`config.mk`:
```
export PLATFORM = sky130hd
export DESIGN_NAME = float_multiplier_pipe_flat
export DESIGN_NICKNAME = d
export VERILOG_FILES = /design/src/rtl/fp_mul_pkg.sv /design/src/rtl/float_multiplier_pipe_if.sv /design/src/rtl/fp_round_rne.sv /design/src/rtl/float_multiplier_pipe.sv /design/src/flat_wrapper.sv
export SDC_FILE = /design/constraint.sdc
export NUM_CORES = 1
export LEC_CHECK = 0
export CAP_MARGIN = 20
export CORE_ASPECT_RATIO = 0.5
export CORE_MARGIN = 2
export CORE_UTILIZATION = 45
export CTS_BUF_LIST = sky130_fd_sc_hd__clkbuf_8
export CTS_CLUSTER_SIZE = 12
export DETAILED_ROUTE_END_ITERATION = 16
export DONT_BUFFER_PORTS = 1
export PLACE_DENSITY = 0.62
export SETUP_SLACK_MARGIN = 0.02
export SLEW_MARGIN = 5
export SYNTH_ARGS = -nofsm -noshare
export SYNTH_HDL_FRONTEND = slang
export SYNTH_SLANG_ARGS = --single-unit
```
`constraint.sdc`:
```
create_clock -name clock -period 4.6 [get_ports clock]
set_input_delay 0.92 -clock clock [delete_from_list [all_inputs] [get_ports clock]]
set_output_delay 0.92 -clock clock [all_outputs]
set_load 0.1 [all_outputs]
```
`src/rtl/fp_mul_pkg.sv`:
```
// Shared types and format helpers for the floating-point multiplier.
// FPMUL_INF_NAN_EN selects IEEE Inf/NaN handling and changes EMAX.
package fp_mul_pkg;

  typedef enum logic [1:0] {
    IDLE,
    MUL,
    ROUND,
    DONE
  } state_t;

  function automatic int ework_w(input int exp_w);
    return exp_w + 2;
  endfunction

  function automatic int prod_w(input int man_w);
    return 2 * man_w + 2;
  endfunction

  function automatic int bias_of(input int exp_w);
    return (1 << (exp_w - 1)) - 1;
  endfunction

  function automatic int emax_of(input int exp_w);
`ifdef FPMUL_INF_NAN_EN
    return (1 << exp_w) - 2;
`else
    return (1 << exp_w) - 1;
`endif
  endfunction

  function automatic logic [63:0] qnan_of(
    input int exp_w,
    input int man_w
  );
    logic [63:0] r;
    r = ((64'd1 << exp_w) - 64'd1) << man_w;
    r = r | (64'd1 << (man_w - 1));
    return r;
  endfunction

endpackage

```
`src/rtl/float_multiplier_pipe_if.sv`:
```
// Operand/result handshake bundle for float_multiplier_pipe.
// master = operand source and result sink, slave = multiplier.
interface float_multiplier_pipe_if #(
  parameter int W = 16
);
  logic         in_valid;
  logic         in_ready;
  logic [W-1:0] a;
  logic [W-1:0] b;
  logic         out_valid;
  logic         out_ready;
  logic [W-1:0] y;
  logic         overflow;
  logic         underflow;

  modport master (
    output in_valid, a, b, out_ready,
    input  in_ready, out_valid, y,
    input  overflow, underflow
  );

  modport slave (
    input  in_valid, a, b, out_ready,
    output in_ready, out_valid, y,
    output overflow, underflow
  );
endinterface

```
`src/rtl/fp_round_rne.sv`:
```
// Normalise, round-to-nearest-even and range check of a raw product.
// FPMUL_INF_NAN_EN turns saturation into signed infinity.
module fp_round_rne
  import fp_mul_pkg::*;
#(
  parameter int EXP_W = 8,
  parameter int MAN_W = 7,
  localparam int W  = 1 + EXP_W + MAN_W,
  localparam int EW = ework_w(EXP_W),
  localparam int PW = prod_w(MAN_W)
) (
  input  logic                 sign,
  input  logic [PW-1:0]        prod,
  input  logic signed [EW-1:0] e,
  output logic [W-1:0]         y,
  output logic                 overflow,
  output logic                 underflow
);

  localparam logic signed [EW-1:0] EMAX =
    EW'(emax_of(EXP_W));
  localparam logic signed [EW-1:0] ONE = EW'(1);

  logic [PW-2:0]         sh;
  logic [MAN_W-1:0]      man;
  logic [MAN_W-1:0]      man_r;
  logic                  rb;
  logic                  sb;
  logic                  inc;
  logic                  cy;
  logic signed [EW-1:0]  e_n;
  logic signed [EW-1:0]  e_r;

  always_comb begin
    // Drop the leading one; product is in [1,4)
    sh  = prod[PW-1] ? prod[PW-2:0]
                     : {prod[PW-3:0], 1'b0};
    e_n = prod[PW-1] ? e + ONE : e;
    man = sh[PW-2 -: MAN_W];
    rb  = sh[PW-2-MAN_W];
    sb  = |sh[PW-3-MAN_W:0];
    inc = rb & (sb | man[0]);
    {cy, man_r} = {1'b0, man}
                + {{MAN_W{1'b0}}, inc};
    e_r = cy ? e_n + ONE : e_n;

    y         = {sign, e_r[EXP_W-1:0], man_r};
    overflow  = 1'b0;
    underflow = 1'b0;
    if (e_r <= 0) begin
      y         = {sign, {(W-1){1'b0}}};
      underflow = 1'b1;
    end else if (e_r > EMAX) begin
      overflow = 1'b1;
`ifdef FPMUL_INF_NAN_EN
      y = {sign, {EXP_W{1'b1}}, {MAN_W{1'b0}}};
`else
      y = {sign, {EXP_W{1'b1}}, {MAN_W{1'b1}}};
`endif
    end
  end

endmodule

```
`src/rtl/float_multiplier_pipe.sv`:
```
// Multi-cycle EXP_W/MAN_W float multiplier, RNE, flush-to-zero.
// FPMUL_INF_NAN_EN enables Inf/NaN operands and infinite overflow.
module float_multiplier_pipe
  import fp_mul_pkg::*;
#(
  parameter int EXP_W = 8,
  parameter int MAN_W = 7
) (
  input  logic                   clock,
  input  logic                   reset,
  float_multiplier_pipe_if.slave bus
);

  localparam int W  = 1 + EXP_W + MAN_W;
  localparam int EW = ework_w(EXP_W);
  localparam int PW = prod_w(MAN_W);
  localparam logic signed [EW-1:0] BIAS_E =
    EW'(bias_of(EXP_W));

  state_t               state;
  logic [W-1:0]         a_q;
  logic [W-1:0]         b_q;
  logic [PW-1:0]        prod_q;
  logic signed [EW-1:0] e_q;
  logic                 sign_q;
  logic                 zero_q;
  logic [W-1:0]         y_q;
  logic                 of_q;
  logic                 uf_q;
  logic                 vld_q;

  logic [EXP_W-1:0]     ea;
  logic [EXP_W-1:0]     eb;
  logic [MAN_W-1:0]     ma;
  logic [MAN_W-1:0]     mb;
  logic [PW-1:0]        prod_c;
  logic signed [EW-1:0] e_c;
  logic                 zero_c;
  logic [W-1:0]         y_rnd;
  logic                 of_rnd;
  logic                 uf_rnd;
  logic [W-1:0]         y_c;
  logic                 of_c;
  logic                 uf_c;

  assign ea = a_q[W-2:MAN_W];
  assign eb = b_q[W-2:MAN_W];
  assign ma = a_q[MAN_W-1:0];
  assign mb = b_q[MAN_W-1:0];

  assign prod_c = {{(MAN_W+1){1'b0}}, 1'b1, ma}
                * {{(MAN_W+1){1'b0}}, 1'b1, mb};
  assign e_c    = $signed({2'b00, ea})
                + $signed({2'b00, eb}) - BIAS_E;
  assign zero_c = (ea == '0) | (eb == '0);

`ifdef FPMUL_INF_NAN_EN
  localparam logic [W-1:0] QNAN =
    W'(qnan_of(EXP_W, MAN_W));

  logic nan_q;
  logic inf_q;
  logic a_nan;
  logic b_nan;
  logic a_inf;
  logic b_inf;
  logic nan_c;
  logic inf_c;

  assign a_nan = (&ea) & (|ma);
  assign b_nan = (&eb) & (|mb);
  assign a_inf = (&ea) & ~(|ma);
  assign b_inf = (&eb) & ~(|mb);
  assign nan_c = a_nan | b_nan
               | (a_inf & (eb == '0))
               | (b_inf & (ea == '0));
  assign inf_c = (a_inf | b_inf) & ~nan_c;
`endif

  fp_round_rne #(
    .EXP_W(EXP_W),
    .MAN_W(MAN_W)
  ) u_rnd (
    .sign     (sign_q),
    .prod     (prod_q),
    .e        (e_q),
    .y        (y_rnd),
    .overflow (of_rnd),
    .underflow(uf_rnd)
  );

  // Specials override the rounder; later checks win
  always_comb begin
    y_c  = y_rnd;
    of_c = of_rnd;
    uf_c = uf_rnd;
    if (zero_q) begin
      y_c  = {sign_q, {(W-1){1'b0}}};
      of_c = 1'b0;
      uf_c = 1'b0;
    end
`ifdef FPMUL_INF_NAN_EN
    if (inf_q) begin
      y_c  = {sign_q, {EXP_W{1'b1}}, {MAN_W{1'b0}}};
      of_c = 1'b0;
      uf_c = 1'b0;
    end
    if (nan_q) begin
      y_c  = QNAN;
      of_c = 1'b0;
      uf_c = 1'b0;
    end
`endif
  end

  always_ff @(posedge clock or posedge reset) begin
    if (reset) begin
      state  <= IDLE;
      a_q    <= '0;
      b_q    <= '0;
      prod_q <= '0;
      e_q    <= '0;
      sign_q <= 1'b0;
      zero_q <= 1'b0;
`ifdef FPMUL_INF_NAN_EN
      nan_q  <= 1'b0;
      inf_q  <= 1'b0;
`endif
      y_q    <= '0;
      of_q   <= 1'b0;
      uf_q   <= 1'b0;
      vld_q  <= 1'b0;
    end else begin
      unique case (state)
        IDLE: begin
          if (bus.in_valid) begin
            a_q   <= bus.a;
            b_q   <= bus.b;
            state <= MUL;
          end
        end
        MUL: begin
          prod_q <= prod_c;
          e_q    <= e_c;
          sign_q <= a_q[W-1] ^ b_q[W-1];
          zero_q <= zero_c;
`ifdef FPMUL_INF_NAN_EN
          nan_q  <= nan_c;
          inf_q  <= inf_c;
`endif
          state  <= ROUND;
        end
        ROUND: begin
          y_q   <= y_c;
          of_q  <= of_c;
          uf_q  <= uf_c;
          vld_q <= 1'b1;
          state <= DONE;
        end
        DONE: begin
          if (bus.out_ready) begin
            vld_q <= 1'b0;
            state <= IDLE;
          end
        end
      endcase
    end
  end

  assign bus.in_ready  = (state == IDLE);
  assign bus.out_valid = vld_q;
  assign bus.y         = y_q;
  assign bus.overflow  = of_q;
  assign bus.underflow = uf_q;

endmodule
```
`src/flat_wrapper.sv`:
```
// flat-port wrapper written by rule: the top's interface ports become plain ports
module float_multiplier_pipe_flat import fp_mul_pkg::*;
#(
  parameter int EXP_W = 8,
  parameter int MAN_W = 7
)
  (clock, reset, bus_in_valid, bus_a, bus_b, bus_out_ready, bus_in_ready, bus_out_valid, bus_y, bus_overflow, bus_underflow);
  float_multiplier_pipe_if bus_i ();
  input  logic clock;
  input  logic reset;
  input wire logic [$bits(bus_i.in_valid)-1:0] bus_in_valid;
  input wire logic [$bits(bus_i.a)-1:0] bus_a;
  input wire logic [$bits(bus_i.b)-1:0] bus_b;
  input wire logic [$bits(bus_i.out_ready)-1:0] bus_out_ready;
  output wire logic [$bits(bus_i.in_ready)-1:0] bus_in_ready;
  output wire logic [$bits(bus_i.out_valid)-1:0] bus_out_valid;
  output wire logic [$bits(bus_i.y)-1:0] bus_y;
  output wire logic [$bits(bus_i.overflow)-1:0] bus_overflow;
  output wire logic [$bits(bus_i.underflow)-1:0] bus_underflow;
  assign bus_i.in_valid = bus_in_valid;
  assign bus_i.a = bus_a;
  assign bus_i.b = bus_b;
  assign bus_i.out_ready = bus_out_ready;
  assign bus_in_ready = bus_i.in_ready;
  assign bus_out_valid = bus_i.out_valid;
  assign bus_y = bus_i.y;
  assign bus_overflow = bus_i.overflow;
  assign bus_underflow = bus_i.underflow;
  float_multiplier_pipe #(.EXP_W(EXP_W), .MAN_W(MAN_W)) u_core (.clock(clock), .reset(reset), .bus(bus_i));
endmodule
```
---- Yosys cells after proc, flatten, opt, wreduce, memory -nomap -nowiden ----
Cells that the tools add are included.
word-level totals
  input port bits ......................... 36
  word-level logic and storage cells ...... 52
  output and inout port bits .............. 20
  bits in registers ....................... 81
operators by class
  reduce and logical (&&, ||, !) cells .... 8
  $add $sub $neg .......................... 5
  bitwise operators ....................... 4
  magnitude comparators ................... 2
  eq/ne operators ......................... 5
  multiplexer cells ....................... 16
  multipliers ............................. 1
operators by type and width
  kind                                                                                number
  15-bit 2-to-1 mux                                                                   4
  10-bit by 2-bit adder with 10-bit output (second input constant)                    2
  10-bit 2-to-1 mux                                                                   2
  8-bit zero test                                                                     2
  8-bit by 8-bit multiplier with 16-bit output                                        1
  10-bit by 9-bit > comparator with 1-bit output (second input constant)              1
  10-bit by 1-bit less-or-equal comparator with 1-bit output (second input constant)  1
  10-bit by 8-bit subtractor with 10-bit output (second input constant)               1
  8-bit by 8-bit adder with 9-bit output                                              1
  7-bit by 1-bit adder with 8-bit output                                              1
  2-bit one-hot mux with 4 select lines                                               1
  7-bit OR reduction                                                                  1
  1-bit 2-to-1 mux                                                                    6
  2-bit AND reduction                                                                 3
  2-bit equality test (second input constant)                                         2
  2-bit 2-to-1 mux                                                                    2
  2-bit inequality test (second input constant)                                       2
  2-bit by 1-bit equality test with 1-bit output (second input constant)              1
  2-bit zero test                                                                     1
  1-bit bitwise OR                                                                    2
  1-bit one-hot mux with 2 select lines                                               1
  2-bit nonzero test                                                                  1
  1-bit AND                                                                           1
  1-bit XOR                                                                           1

---- Depth between registers and ports, before layout ----
  depth after elaboration ................. 10
  depth in mapped cells ................... 18
  mapped depth without buffers ............ 18

---- Hierarchy ----
A second synthesis with hierarchy kept.
unflattened totals
  cell total of the unflattened synthesis .. 709
  area total of the unflattened synthesis .. 6825.3 um^2
by module, submodules not included
  module                 times used  area each (um^2)  sequential area each (um^2)  cells an instance
  float_multiplier_pipe  1           5522.8            2026.9                       519
  fp_round_rne           1           1302.5            0.0                          190

---- Least setup slack after synthesis ----
No wires, ideal clock.
  kind .................................... reg-to-reg
  start point ............................. reg u_core.b_q[4]
  end point ............................... reg u_core.prod_q[14]
  required time ........................... 4.475 ns
  setup time .............................. 0.125 ns
  path buffers ............................ 0
  period minus slack after synthesis ...... 4.406 ns
  slack ................................... 0.194 ns
  arrival ................................. 4.281 ns
  cell stages (with the launch flop) ...... 16
  path through ............................ dfrtp_1 > and2_1 > fa_1 > fa_1 > inv_1 > fa_1 > fa_1 > inv_1 > ha_1 > nand2_1 > o21ai_0 > o41ai_1 > o21ai_0 > o41ai_1 > xnor2_1 > mux2_2
on the way
  longest elaborated chain between the ends .. 1
RTL lines
  item                                          RTL line                      source
  start, declared                               float_multiplier_pipe.sv:22   logic [W-1:0] b_q;
  start signal, assigned                        float_multiplier_pipe.sv:138  b_q <= bus.b;
  8-bit by 8-bit multiplier with 16-bit output  float_multiplier_pipe.sv:52   * {{(MAN_W+1){1'b0}}, 1'b1, mb};
  end signal, assigned                          float_multiplier_pipe.sv:143  prod_q <= prod_c;
  end, declared                                 float_multiplier_pipe.sv:23   logic [PW-1:0] prod_q;
Every way passes these cells.
A chain may end at the register's enable or synchronous reset.

---- Worst setup path in the final report ----
  start point ............................. reg u_core.a_q[1]
  end point ............................... reg u_core.prod_q[13]
on the way
  longest elaborated chain between the ends .. 1
RTL lines
  item                                          RTL line                      source
  start, declared                               float_multiplier_pipe.sv:21   logic [W-1:0] a_q;
  start signal, assigned                        float_multiplier_pipe.sv:137  a_q <= bus.a;
  8-bit by 8-bit multiplier with 16-bit output  float_multiplier_pipe.sv:52
Every way passes these cells.

==> flow_metrics.py <==
metrics = {
    "clocking": {
        "cts_tree": "yes",
        "cts.path.max_buffers": 2,
        "clk_pin_slew_ns": 0.10,
        "htreeDepth": 3,
        "cts_root_buf": "clkbuf_8",
        "cts_made_buffers": 9,
        "worstSkewPairLatency_ns": 0.37,
        "cts.sinks": 81,
    },
    "timing": {
        "finClkSkew_ns": 0.01958,
        "fin_crit_ns": 4.411,
        "hold_violations": 0,
        "tightest_slew_ns": 1.056,
        "slew_headroom": 0.2962,
        "setup_viol": 0,
        "slew_violations": 0,
        "fin_crit_sh": 0.9589,
        "rsz0062_at_grt": "yes",
        "fmax_mhz": 226.7,
    },
    "worst_setup_path": {
        "reg2reg_depth": 18,
        "worstSetupStartpointType": "flip-flop",
        "cp.required_ns": 4.85,
        "critPathCaptureType": "flip-flop",
        "cp_data_arrival_time_ns": 4.67,
        "r2r_slack_ns": 0.19,
        "path_max_fanout": 5,
        "r2r-start": "u_core.a_q[1]$_DFFE_PP0P_",
        "rr_endpoint": "u_core.prod_q[13]$_DFFE_PP0N_",
        "path_class": "reg2reg",
    },
    "synth": {
        "syn_area_um2": 6740,
        "syn_nets": 804,
        "synth_cells": 680,
        "ys_types": 65,
        "synth-edff-count": 0,
        "async_flop_share": 1.000,
        "synth-seq-cells": 81,
        "seq_area_frac_synth": 0.3007,
        "ys.flop_type": "dfrtp_1",
        "avgSynthCellArea_um2": 9.912,
        "synth-warning-count": 0,
    },
    "global_route": {
        "grt_pass1_wl_mm": 23.07,
        "antenna_found_initial": 0,
        "grt_pass1_vias": 4730,
        "overflow": 0,
        "grt_util_all_layers": 0.1773,
        "grt_start_max_net_pins": 54,
    },
    "cells_and_area": {
        "n_antenna_cell": 0,
        "nFillCells": 1371,
        "multiInputGateArea_um2": 4378,
        "drive_gt1_frac": 0.2037,
        "num-nets-final": 816,
        "syn_to_final_growth_pct": 9.634,
        "final_core_util": 0.5080,
        "seq_area_um2": 2032,
    },
    "run_status": {
        "status": "finished, final reports clean",
    },
    "routing": {
        "drt_first_pass_iters": 5,
        "wl_met2_mm": 6.101,
        "post_drt_wl_per_cell_um": 14.98,
        "vias": 4759,
        "wl_met3_um": 479,
        "via_per_inst": 5.317,
        "m1WireLength_mm": 6.674,
        "maxUsedRoutingLayer": "met4",
        "drc": 0,
        "ant_nets": 0,
        "totalWireLength_mm": 13.41,
        "drtIter0Drc": 172,
    },
    "floorplanning": {
        "fp.dieW_um": 177.1,
        "core_area_um2": 14550,
        "io-pin-count": 56,
        "die_h_um": 90.54,
        "num_rows": 31,
        "initial_core_util": 0.4634,
        "die_area_um2": 16030,
    },
    "place": {
        "place_hpwl_mm": 10.33,
        "gp_congestion": 0.8750,
        "portBuffers": 0,
    },
    "worst_hold_path": {
        "hold_class": "in2async",
    },
    "run": {
        "maxCapViolCount": 0,
    },
}
-- flip-flops by register name, indices dropped and copies added (netlist names) --
| name | flops |
|---|---|
| u_core.state | 2 |
| u_core.bus.y | 16 |
| u_core.prod_q | 16 |
| u_core.bus.underflow | 1 |
| u_core.a_q | 16 |
| u_core.b_q | 16 |
| u_core.sign_q | 1 |
| u_core.e_q | 10 |
| u_core.bus.out_valid | 1 |
| u_core.bus.overflow | 1 |
| u_core.zero_q | 1 |
-- cells in the mapped netlist (6+ instances only) --
cell / instances / share of area
o2bb2ai_1: 6 / 0.0078
o21ai_0: 14 / 0.010
mux2i_1: 6 / 0.0089
and3_1: 7 / 0.0065
nor3_1: 29 / 0.022
nor2b_1: 6 / 0.0056
dfrtp_1: 81 / 0.30
xor2_1: 13 / 0.017
inv_1: 77 / 0.043
o2bb2ai_2: 10 / 0.022
nor4_1: 6 / 0.0056
fa_1: 37 / 0.11
a21oi_1: 22 / 0.016
nand2_1: 45 / 0.025
clkbuf_1: 13 / 0.0072
nand3_1: 11 / 0.0082
xnor2_1: 28 / 0.036
nor2_1: 41 / 0.023
and2_1: 32 / 0.030
buf_2: 6 / 0.0045
ha_1: 51 / 0.095
mux2_2: 51 / 0.085
-- cells in the final DEF, fill, tap and decap left out, types with 6 or more instances in the layout --
cell	synthesis	final
a21oi_1	22	19
and2_1	32	29
and3_1	7	7
buf_4	1	27
clkbuf_8	0	9
dfrtp_1	81	77
fa_1	37	36
ha_1	51	48
inv_1	77	74
mux2_2	51	51
mux2i_1	6	6
nand2_1	45	45
nand3_1	11	11
nor2_1	41	40
nor2b_1	6	6
nor3_1	29	26
nor4_1	6	6
o21ai_0	14	12
o2bb2ai_1	6	6
o2bb2ai_2	10	10
xnor2_1	28	28
xor2_1	13	13
-- repair_timing --
item | CTS | global route
endpoints found under the setup margin | 2 | 5
buffers inserted | 0 | 5
gates resized for setup | 5 | 21
pin swaps | 2 | 12
hold buffers | 0 | 0
cloned | 0 | 0
-- through the flow --
| step | area, µm² | setup TNS [ns] | setup WS [ns] | std cells | hold WS, ns |
|---|---|---|---|---|---|
| 3_5_place_dp | 7019 | -0.09091 | -0.09091 | 873 | 0.4766 |
| 4_1_cts | 7243 | 0 | 0.02242 | 889 | 0.4985 |
| 2_1_floorplan | 6740 | 0 | 0.1939 | 680 | 0.4462 |
| 3_3_place_gp | 7019 | -0.001949 | -0.001949 | 873 | 0.4622 |
| 5_1_grt | 7390 | 0 | 0.004010 | 895 | 0.2935 |
| 6_report | 7390 | 0 | 0.1891 | 895 | 0.3094 |
-- final cells by class --
cell class,instances,share of cell area
repair buffers,28,0.03115
well taps,198,0.03353
inverters,78,0.03979
clock inverters,7,0.01134
flip-flops and latches,81,0.2750
multi-input cells,494,0.5924
clock buffers,9,0.01676
-- logic make-up after synthesis --
group / synth area share
compound gates: 0.1208
xor+xnor: 0.05328
fa+ha+maj: 0.2046
buf+inv: 0.06349
flops: 0.3007
mux: 0.1004
simple gates: 0.1567
-- how the worst max path moves through the flow --
stage	slack, ns	cells past startpoint	start	endpoint
floorplan	0.19	15	u_core.b_q[4]$_DFFE_PP0P_	u_core.prod_q[14]$_DFFE_PP0N_
global placement	-0.002	16	u_core.a_q[1]$_DFFE_PP0P_	u_core.prod_q[14]$_DFFE_PP0N_
detailed placement	-0.09	16	u_core.a_q[1]$_DFFE_PP0P_	u_core.prod_q[14]$_DFFE_PP0N_
CTS	0.02	15	u_core.a_q[1]$_DFFE_PP0P_	u_core.prod_q[14]$_DFFE_PP0N_
global route	0.004	16	u_core.b_q[4]$_DFFE_PP0P_	u_core.prod_q[13]$_DFFE_PP0N_
finish	0.19	18	u_core.a_q[1]$_DFFE_PP0P_	u_core.prod_q[13]$_DFFE_PP0N_
-- worst max-delay path: stages, from the launching register on --
cell and delay, ns:
dfrtp_2 0.46, inv_2 0.09, nor2_1 0.07, fa_1 0.51
inv_1 0.06, fa_1 0.53, inv_1 0.05, fa_1 0.48
inv_2 0.04, fa_1 0.52, inv_1 0.06, ha_4 0.29
o21a_1 0.11, o31a_1 0.17, o211ai_1 0.16, a21oi_2 0.26
nor3_2 0.07, xnor2_1 0.12, mux2_2 0.25
-- layer usage --
metal | vias up | GRT usage
met5 | - | 0
met4 | 0 | 0.03857
met3 | 16 | 0.03914
met2 | 68 | 0.2802
met1 | 2309 | 0.2495
li1 | 2366 | -
Power is not shown: default switching activity piles up to over one toggle a cycle in this logic, so the estimate is an artifact.
==> RTL edit 1: new RTL, config.mk and constraints unchanged <==
Reset style: synchronous (`reset`), changed in one clocked block.
--- a/src/rtl/float_multiplier_pipe.sv
+++ b/src/rtl/float_multiplier_pipe.sv
@@ -114,5 +114,5 @@
   end
 
-  always_ff @(posedge clock or posedge reset) begin
+  always_ff @(posedge clock) begin
     if (reset) begin
       state  <= IDLE;
Function: differs if reset is asserted again (counterexample within 4 cycles, from zero or initial values and one cycle with reset high); with reset held inactive, the same outputs for 4 cycles.
==> RTL edit 1 against the unedited design <==
Sequential cell count stayed put; highest routed layer unchanged; first-iteration DRC count is 63% higher; area after synthesis is 3.8% lower; setup slack better by 99 ps; critical endpoint is now u_core.prod_q[15]; final cell count is 7.3% higher; wire length is 8.9% higher; design area is 6.9% lower; largest cell class unchanged.
Power is left out: it rests on default switching activity, and per cell area and clock period it moved more than threefold.
==> RTL edit 1: results (changes against the unedited design) <==
grt_usage_pct: 19.50  # +1.8 points
wl_met3_um: 900  # +88%
cts_resized: 0  # -5
synth_xor_area_share_pct: 5.132  # -0.20 points
synth_compound_area_share_pct: 17.35  # +5.3 points
grt_pass1_wl_um: 24060  # +4.3%
crit_path_max_incr_delay_ps: 550  # +20 ps
met2_length_um: 5598  # -8.2%
synthesis.nets: 905  # +13%
yosys-top-cells-area: "dfxtp_1 25%, fa_1 11%, ha_1 9.8%"
cp.arrival_ps: 4590  # -80 ps
hpwlAfterDp_um: 11410  # +10%
ys_seq_area_share_pct: 25.00  # -5.1 points
wl_met1_um: 8006  # +20%
ys_types: 66  # +1.5%
nets: 887  # +8.7%
cpMaxStageDelayCell: "fa_1"
synth_top_flop_cell: "dfxtp_1"
synth_async_sr_flop_share_pct: 0  # -100 points
cp_max_fo: 9  # +4
n_antenna_cell: 0  # unchanged
hp-class: "reg2reg"
synthAdderAreaFrac_pct: 21.26  # +0.81 points
grt_max_degree: 74  # +37%
finClkSkew_ps: 16.43  # -3.147 ps
relSlewSlack_pct: 24.99  # -4.6 points
gp_congestion: 0.8725  # -0.29%
synthMuxAreaShare_pct: 2.663  # -7.4 points
synthTopCellsByCount: "124 x nand2_1, 81 x dfxtp_1, 74 x inv_1, 56 x a21oi_1, 51 x ha_1"
wirelength_um: 14610  # +8.9%
final_layout_size_suffix_gt1_share_pct: 7.292  # -13 points
drt_iter0_drc: 281  # +63%
clk_pin_slew_worst_paths_ps: 100  # about the same
status: "completed"
vias: 5129  # +7.8%
grt_pass1_vias: 4767  # +0.78%
RTL edit 1: cell count changes after synthesis, moves of 18 or more:
cell | before | now
clkbuf_1 | 13 | 31
nand2_1 | 45 | 124
dfrtp_1 | 81 | 0
mux2_2 | 51 | 2
a21oi_1 | 22 | 56
dfxtp_1 | 0 | 81
RTL edit 1: stage by stage:
step                      worst slack, ps  cell area [um^2]  hold WS [ps]  instances
after global routing                26.22              6882         504.2        960
after global placement              207.8              6636         455.0        943
after floorplan                     317.6              6485         446.3        781
after detailed placement            133.4              6636         457.3        943
final                               287.7              6882         475.6        960
after CTS                           115.2              6847         472.5        959
RTL edit 1: critical path: cells and delay by family, from the launching register on:
family | cells | cell delay, ps
and+or+nand+nor | 2 | 500
adders and majority gates | 5 | 2400
AOI/OAI and AO/OA | 4 | 740
xor gates and xnor gates | 1 | 110
buffers and inverters | 2 | 90
DFF | 1 | 380
RTL edit 1: path summary, 6_finish.rpt:
check | from | end | slack (ps) | depth (start not counted)
max | u_core.a_q[4] | u_core.prod_q[15] | 290 | 14
min | u_core.a_q[15] | u_core.a_q[15] | 480 | 2
max reg2reg | u_core.a_q[4] | u_core.prod_q[15] | 290 | 14
min reg2reg | u_core.a_q[15] | u_core.a_q[15] | 480 | 2
RTL edit 1: layer usage:
| metal | global-route usage, % | up-vias |
|---|---|---|
| li1 | - | 2634 |
| met1 | 30.33 | 2375 |
| met2 | 27.53 | 112 |
| met3 | 3.995 | 8 |
| met4 | 3.743 | 0 |
| met5 | 0 | - |
RTL edit 1: final cells by class:
cell class                 count  area (um^2)
tap                          192        240.2
timing repair buffer          10        82.58
sequential                    81         1642
fill                        1400         6932
multi-input combinational    587         4429
clock inverter                 7        86.33
inverter                      74        277.8
clock buffer                   9        123.9
==> RTL edit 2: new RTL, config.mk and constraints unchanged <==
Made on the original files. Build with the macro `FPMUL_INF_NAN_EN` defined.
--- a/src/rtl/fp_mul_pkg.sv
+++ b/src/rtl/fp_mul_pkg.sv
@@ -1,4 +1,6 @@
 // Shared types and format helpers for the floating-point multiplier.
 // FPMUL_INF_NAN_EN selects IEEE Inf/NaN handling and changes EMAX.
+`define FPMUL_INF_NAN_EN
+
 package fp_mul_pkg;
 
Behaviour: not the same (Yosys sat finds a counterexample within 4 cycles, from zero or initial values and one cycle with reset high).
==> RTL edit 2 against the unedited design <==
Area after synthesis up 0.11%; wire length grew 3.5%; sequential cell count rose by 2; design area down 2.4%; setup slack gained 18 ps; clock skew fell by 6.0 ps; largest cell class unchanged.
Power is left out: the tool's default activity adds up to more than one toggle a clock period on the data nets, which glitch-free logic cannot reach.
==> RTL edit 2: results (changes against the unedited design) <==
insertion_delay_ps: 360
grt_max_degree: 51  # -5.6%
synth_top_flop_cell: "dfrtp_1"
clk_path_buf_depth: 2  # unchanged
grt_usage_pct: 18.89  # +1.2 points
synthTopCellsByCount: "83 x dfrtp_1, 74 x inv_1, 56 x nand2_1, 51 x ha_1, 48 x mux2_2"
cts-root-buf: "clkbuf_8"
placedInstanceArea_um2: 6969  # -0.71%
cp.arrival_ps: 4640  # -30 ps
holdCritStartpoint: "u_core.prod_q[3]"
h-tree-depth: 3  # unchanged
grt_pass1_wl_um: 24300  # +5.3%
io_buffers: 0  # unchanged
antenna_found_initial: 0  # unchanged
clk_pin_slew_worst_paths_ps: 90
yosys-top-cells-area: "dfrtp_1 31%, fa_1 11%, ha_1 9.5%"
ys_types: 67  # +3.1%
crit_family: "adder cells"
wl_per_cell_um: 15.54  # +3.7%
numCtsBuffers: 9  # unchanged
viasPerCell: 5.318  # about the same
status: "completed"
tightest_slew_ps: 1064  # +8.388 ps
yosysWarnings: 0  # unchanged
ys_seq_area_share_pct: 30.78  # +0.71 points
hp-class: "reg2reg"
drt_iter0_drc: 195  # +13%
grt_pass1_vias: 4750  # +0.42%
nets: 814  # -0.25%
postCtsSetupBuffers: 0  # unchanged
regToRegStartpoint: "u_core.a_q[1]"
first_pass_iters: 4  # -1
final_layout_size_suffix_gt1_share_pct: 15.97  # -4.4 points
synth_async_sr_flop_share_pct: 100.0  # unchanged
gp_congestion: 0.8347  # -4.6%
dpl_worst_slack_ps: 150.0  # +240.9 ps
hpwlAfterDp_um: 11040  # +6.9%
cpMaxStageDelayCell: "fa_1"
synthesis.nets: 816  # +1.5%
cp_max_fo: 9  # +4
finClkSkew_ps: 13.61  # -5.975 ps
grt_overflow: 0  # unchanged
crit_path_max_incr_delay_ps: 580  # +50 ps
n_antenna_cell: 0  # unchanged
worst-setup-path-type: "reg2reg"
==> RTL edit 2: cell count changes in the layout (fill, tap and decap cells not counted), sizes merged, moves of 5 or more <==
cell     change
o22ai        +5
inv          -8
o21ai       +11
buf         -16
nand4        +5
a21oi       +16
nor3        -16
nand2       +11
and3         -5
o2bb2ai     -15
or4          +5
a211oi       -5
==> RTL edit 2: cells by family after synthesis <==
| group | Yosys count | share of synthesized area [%] |
|---|---|---|
| multiplexers | 54 | 8.900 |
| adder cells (fa/ha/maj) | 88 | 20.43 |
| AND/OR/NAND/NOR | 211 | 17.08 |
| buffers and inverters | 99 | 5.859 |
| XOR/XNOR | 44 | 5.711 |
| flip-flops | 83 | 30.78 |
| AO/OA/AOI/OAI | 113 | 11.24 |
==> RTL edit 2: metal layers <==
layer / vias up / track usage, % / routed length, um
li1: 2381 / - / -
met1: 2278 / 28.91 / 7299
met2: 82 / 27.30 / 5786
met3: 8 / 4.461 / 697
met4: 0 / 3.099 / 91
met5: - / 0 / 0
==> RTL edit 2: metrics by stage <==
step / std cells / utilization (%)
floorplan: 692 / -
global placement: 877 / 47.91
detailed placement: 877 / 47.91
CTS: 893 / 49.31
global route: 893 / 49.57
finish: 893 / 49.57
==> RTL edit 2: cell type report <==
cell class	count	area [um^2]
clock buffer	10	137.6
sequential	83	2083
timing repair buffer	12	90.09
tap	198	247.7
multi-input combinational	510	4308
fill	1346	7335
clock inverter	6	65.06
inverter	74	279.0
==> RTL edit 2: final timing paths <==
kind,end,cells past startpoint,slack [ps]
max in group asynchronous,u_core.b_q[4],2,3060
worst max register to register,u_core.prod_q[14],17,210
worst max-delay path,u_core.prod_q[14],17,210
worst min register to register,u_core.prod_q[3],1,510
min in group asynchronous,u_core.bus.y[2],1,560
worst min-delay path,u_core.prod_q[3],1,510
==> RTL edit 2: timing repair <==
item | CTS | global route
hold buffers | 0 | 0
setup endpoints to repair | 0 | 5
gates resized for setup | 0 | 10
==> RTL edit 2: worst register-to-register path, delay by kind of cell (launching register included) <==
family	cells	cell delay, ps
flip-flops	1	380
multiplexers	1	260
XOR/XNOR	1	150
AND/OR/NAND/NOR	1	150
buffers and inverters	3	280
AO/OA/AOI/OAI	6	1210
adder cells (fa/ha/maj)	5	1870
